==> src/rtl/seq_div.sv <==
// seq_div: multi-cycle restoring divider, signed/unsigned, valid/ready on both sides
module seq_div #(
  parameter int WIDTH = 8
) (
  input  logic             clk,
  input  logic             reset_n,
  input  logic             in_valid,
  output logic             in_ready,
  input  logic [WIDTH-1:0] a,
  input  logic [WIDTH-1:0] b,
  input  logic             signed_op,
  output logic             out_valid,
  input  logic             out_ready,
  output logic [WIDTH-1:0] quot,
  output logic [WIDTH-1:0] rem,
  output logic             div_by_zero
);
  localparam int CW = $clog2(WIDTH);
  localparam logic [CW-1:0] LAST = CW'(WIDTH - 1);
  typedef enum logic [1:0] {IDLE, BUSY, DONE} state_t;
  state_t           state_q;
  logic [CW-1:0]    cnt_q;
  logic [WIDTH-1:0] dq_q, bm_q, quot_q, rem_q;
  logic [WIDTH-1:0] a_mag, b_mag, dq_d, quot_d, rem_d;
  logic [WIDTH:0]   pr_q, pr_d, sh, dif;
  logic             negq_q, negr_q, dbz_q;
  // operand magnitudes, one restoring iteration, and the sign fix-up of its result
  always_comb begin
    a_mag  = (signed_op && a[WIDTH-1]) ? -a : a;
    b_mag  = (signed_op && b[WIDTH-1]) ? -b : b;
    sh     = (pr_q << 1) | {{WIDTH{1'b0}}, dq_q[WIDTH-1]};
    dif    = sh - {1'b0, bm_q};
    pr_d   = dif[WIDTH] ? sh : dif;
    dq_d   = {dq_q[WIDTH-2:0], ~dif[WIDTH]};
    quot_d = negq_q ? -dq_d : dq_d;
    rem_d  = negr_q ? -pr_d[WIDTH-1:0] : pr_d[WIDTH-1:0];
  end
  // control FSM with datapath and result registers
  always_ff @(posedge clk) begin
    if (!reset_n) begin
      state_q <= IDLE;
      cnt_q   <= '0;
      dq_q    <= '0;
      bm_q    <= '0;
      pr_q    <= '0;
      negq_q  <= 1'b0;
      negr_q  <= 1'b0;
      quot_q  <= '0;
      rem_q   <= '0;
      dbz_q   <= 1'b0;
    end else begin
      case (state_q)
        IDLE: if (in_valid) begin
          if (b == '0) begin
            quot_q  <= '1;
            rem_q   <= a;
            dbz_q   <= 1'b1;
            state_q <= DONE;
          end else begin
            dq_q    <= a_mag;
            bm_q    <= b_mag;
            pr_q    <= '0;
            cnt_q   <= '0;
            negq_q  <= signed_op && (a[WIDTH-1] ^ b[WIDTH-1]);
            negr_q  <= signed_op && a[WIDTH-1];
            state_q <= BUSY;
          end
        end
        BUSY: begin
          dq_q  <= dq_d;
          pr_q  <= pr_d;
          cnt_q <= cnt_q + 1'b1;
          if (cnt_q == LAST) begin
            quot_q  <= quot_d;
            rem_q   <= rem_d;
            dbz_q   <= 1'b0;
            state_q <= DONE;
          end
        end
        DONE: if (out_ready) state_q <= IDLE;
        default: state_q <= IDLE;
      endcase
    end
  end
  assign in_ready    = state_q == IDLE;
  assign out_valid   = state_q == DONE;
  assign quot        = quot_q;
  assign rem         = rem_q;
  assign div_by_zero = dbz_q;
endmodule
==> config.mk <==
export PLATFORM = sky130hd
export DESIGN_NAME = seq_div
export DESIGN_NICKNAME = d
export VERILOG_FILES = /design/src/rtl/seq_div.sv
export SDC_FILE = /design/constraint.sdc
export NUM_CORES = 1
export LEC_CHECK = 0
export ABC_AREA = 1
export CELL_PAD_IN_SITES_DETAIL_PLACEMENT = 0
export CELL_PAD_IN_SITES_GLOBAL_PLACEMENT = 1
export CORE_AREA = 2 2 92 94
export CTS_CLUSTER_DIAMETER = 60
export DETAILED_ROUTE_END_ITERATION = 10
export DIE_AREA = 0 0 94 96
export HOLD_SLACK_MARGIN = 0.15
export PLACE_DENSITY_LB_ADDON = 0.1
export SYNTH_ARGS = -nofsm -noshare
export SYNTH_HDL_FRONTEND = slang
export SYNTH_SLANG_ARGS = --single-unit
export TNS_END_PERCENT = 50
==> constraint.sdc <==
create_clock -name clk -period 2.9 [get_ports clk]
set_clock_uncertainty 0.1 [all_clocks]
set_input_delay 0.29 -clock clk [delete_from_list [all_inputs] [get_ports clk]]
set_output_delay 0.29 -clock clk [all_outputs]
set_load 0.01 [all_outputs]
==> flow_summary.ini, run 1 <==
[global_route]
grt_pass1_wl_um = 14570
grt_pass1_vias = 2916
grt.total_usage_pct = 20.61
antenna_found_initial = 0
grt_max_degree = 28
grt-ovfl-total = 0

[routing]
drt-pass1-iter-count = 4
wl_met2_um = 4049
met1_length_um = 4129
drt_wl_total_um = 8615
drc = 0
top_layer = met4
wl_met3_um = 381
drtIter0Drc = 158
drtAntennaViolNets = 0
wl_per_cell_um = 14.26
routed_via_density = 5.078
route.vias.total = 3067

[final_layout]
seq_area_um2 = 960.9
fill_cells = 853
final_cells = 604
drive_gt1_share_pct = 9.218
multiInputGateArea_um2 = 1858
nets = 535
syn2layout_area_growth_pct = 19.92
diodes = 0
finish.utilization_pct = 46.40

[power]
p_leak_nw = 1.619
peakVddDrop_mv = 0.2423
p_total_mw = 2.335
powerDensity_nw_per_um2 = 624.9

[critical_path]
critPathMaxFanout = 9
worst_setup_path_start_kind = flip-flop
arrival_ns = 2.79
worstSetupEndpointType = flip-flop
slowest_stage = fa_2
critPathKind = flip-flop to flip-flop
cp_slowest_stage_delay_ns = 0.35
crit_family = simple AND/OR/NAND/NOR gates
cp.required_ns = 3.01
cp_num_buf_inv = 3
path_cells = inv_1, ha_1, inv_1, fa_2, nand2_1, nand2_2, nand3_2, nand2_4, nand2_4, nand2_4, nand2_2, nand2_4, ha_1, nand3_1, nand2_1, nand2_1, nand3_1, o21ai_1, inv_1
cp_common_cell = nand2_4

[clocking]
root_buffer = clkbuf_8
cts.clk_slew.worst_paths_ns = 0.09
clkSinkCount = 48
postCtsHoldBufs = 0
cts_made_buffers = 5
cts_buffer_depth = 2
h-tree-depth = 2
clk_latency_ns = 0.30
tritoncts = done
ctsResizeCount = 0
post_cts_buffers = 0

[synth]
synth_common_cells = nand2_1 (89), inv_1 (65), dfxtp_1 (48)
synthTopCellsByArea = dfxtp_1 (31%), nand2_1 (11%), inv_1 (7.8%), o21ai_0 (7.2%), a21oi_1 (7.1%)
yosysTopAreaCellShare_pct = 30.84
synthFlopType = dfxtp_1
yosys_warnings = 0
ys_ff_latch = 48
synth.net_count = 497
synth-edff-count = 0
synthCells = 461
synth_area_leader_cell = dfxtp_1
ys_seq_area_share_pct = 30.84
syn_avg_cell_area_um2 = 6.758
ys_async_sr_fraction_pct = 0
synth_cell_type_count = 36
yosysMostFrequentCell = nand2_1
syn_area_um2 = 3115

[timing]
setup_viol = 0
period_share_pct = 92.42
fin_setup_tns_ns = 0
slew_viol_final = 0
fmax_mhz = 373.1
slew_headroom_pct = 47.77
hold_violations = 0
min_period_ns = 2.680
worst_pin_slew_ns = 0.7826
grt_setup_unrepaired = false
hold_ws_ns = 0.3702

[floorplanning]
die_h_um = 96
core_area_um2 = 8051
die_area_um2 = 9024
num_io_pins = 40
start_util_pct = 38.69
dieWidth_um = 94
rows = 33

[placement]
place.gp.congestion = 0.8256
dp.cells = 597
hpwl_um = 6598
place.port_buffers = 39

[status]
status = completed

[worst_hold_path]
hp-class = flip-flop to flip-flop

[job]
max_cap_violations = 0
[worst paths after layout]
path / startpoint / endpoint / slack, ns / cells past startpoint
setup / recovery: dq_q[7] / rem[4] / 0.22 / 19
hold / removal: cnt_q[1] / cnt_q[1] / 0.37 / 2
setup reg to reg: dq_q[7] / rem[4] / 0.22 / 19
hold reg to reg: cnt_q[1] / cnt_q[1] / 0.37 / 2
[cells by family (layout without fill, tap and decap cells)]
kind of cell               Yosys count  count (layout)  share of synthesized area, %
and+or+nand+nor                    190             190                         29.56
AOI/OAI and AO/OA                  121             121                         21.57
buffers and inverters               81             119                         10.04
DFF                                 48              48                         30.84
adders and majority gates           15              15                         6.265
xor gates and xnor gates             5               5                         1.406
muxes                                1               1                        0.3213
[cells in the final DEF (no fill, tap or decap), types with 11 or more instances in the layout]
cell | Yosys | layout
ha_1 | 14 | 14
clkdlybuf4s50_1 | 0 | 39
dfxtp_1 | 48 | 48
nand3_1 | 24 | 24
inv_1 | 65 | 65
nand2_2 | 11 | 11
a31oi_1 | 14 | 14
a21oi_1 | 44 | 44
nand2_1 | 89 | 89
o21ai_0 | 45 | 45
nor2_1 | 35 | 35
[worst reg2reg max path, stage by stage, from the launching register on]
cell and delay, ns:
dfxtp_1 0.32, inv_1 0.09, ha_1 0.15, inv_1 0.07
fa_2 0.35, nand2_1 0.08, nand2_2 0.07, nand3_2 0.14
nand2_4 0.08, nand2_4 0.09, nand2_4 0.10, nand2_2 0.11
nand2_4 0.06, ha_1 0.23, nand3_1 0.10, nand2_1 0.10
nand2_1 0.10, nand3_1 0.07, o21ai_1 0.12, inv_1 0.04
[through the flow]
step                      worst slack (ns)  instance area, um2
final                               0.2198                3736
after global routing               0.01092                3736
after CTS                           0.1568                3720
after detailed placement            0.1727                3628
after global placement              0.2232                3628
after floorplan                     0.4525                3115
[routing by layer]
layer | GRT usage (%) | vias to the layer above
met3 | 2.976 | 5
met1 | 28.54 | 1404
li1 | - | 1609
met2 | 34.64 | 49
met4 | 3.623 | 0
met5 | 0 | -
[report_power, final]
group          internal (mW)  switching [mW]
sequential             0.729          0.0567
clock                  0.191           0.237
combinational          0.417           0.704
[final cells by class]
cell class	instances	share of cell area, %
Multi-Input combinational cell	332	49.73
Sequential cell	48	25.72
Timing Repair Buffer	47	12.06
Inverter	65	6.530
Tap cell	105	3.516
Clock buffer	6	2.210
Clock inverter	1	0.2344
[flip-flops by register name, summed over array words and instances, names as in the netlist, 2 cells and up]
register  flops
bm_q          8
dq_q          8
pr_q          8
cnt_q         3
quot          8
rem           8
state_q       2
No activity file was read; power rests on OpenSTA's default activity.
==> inputs of run 2 (changes only) <==
CTS_CLUSTER_SIZE = 40   (was default)
==> results of run 2 <==
The final DEF is identical to that of run 1; final timing and power are the same.
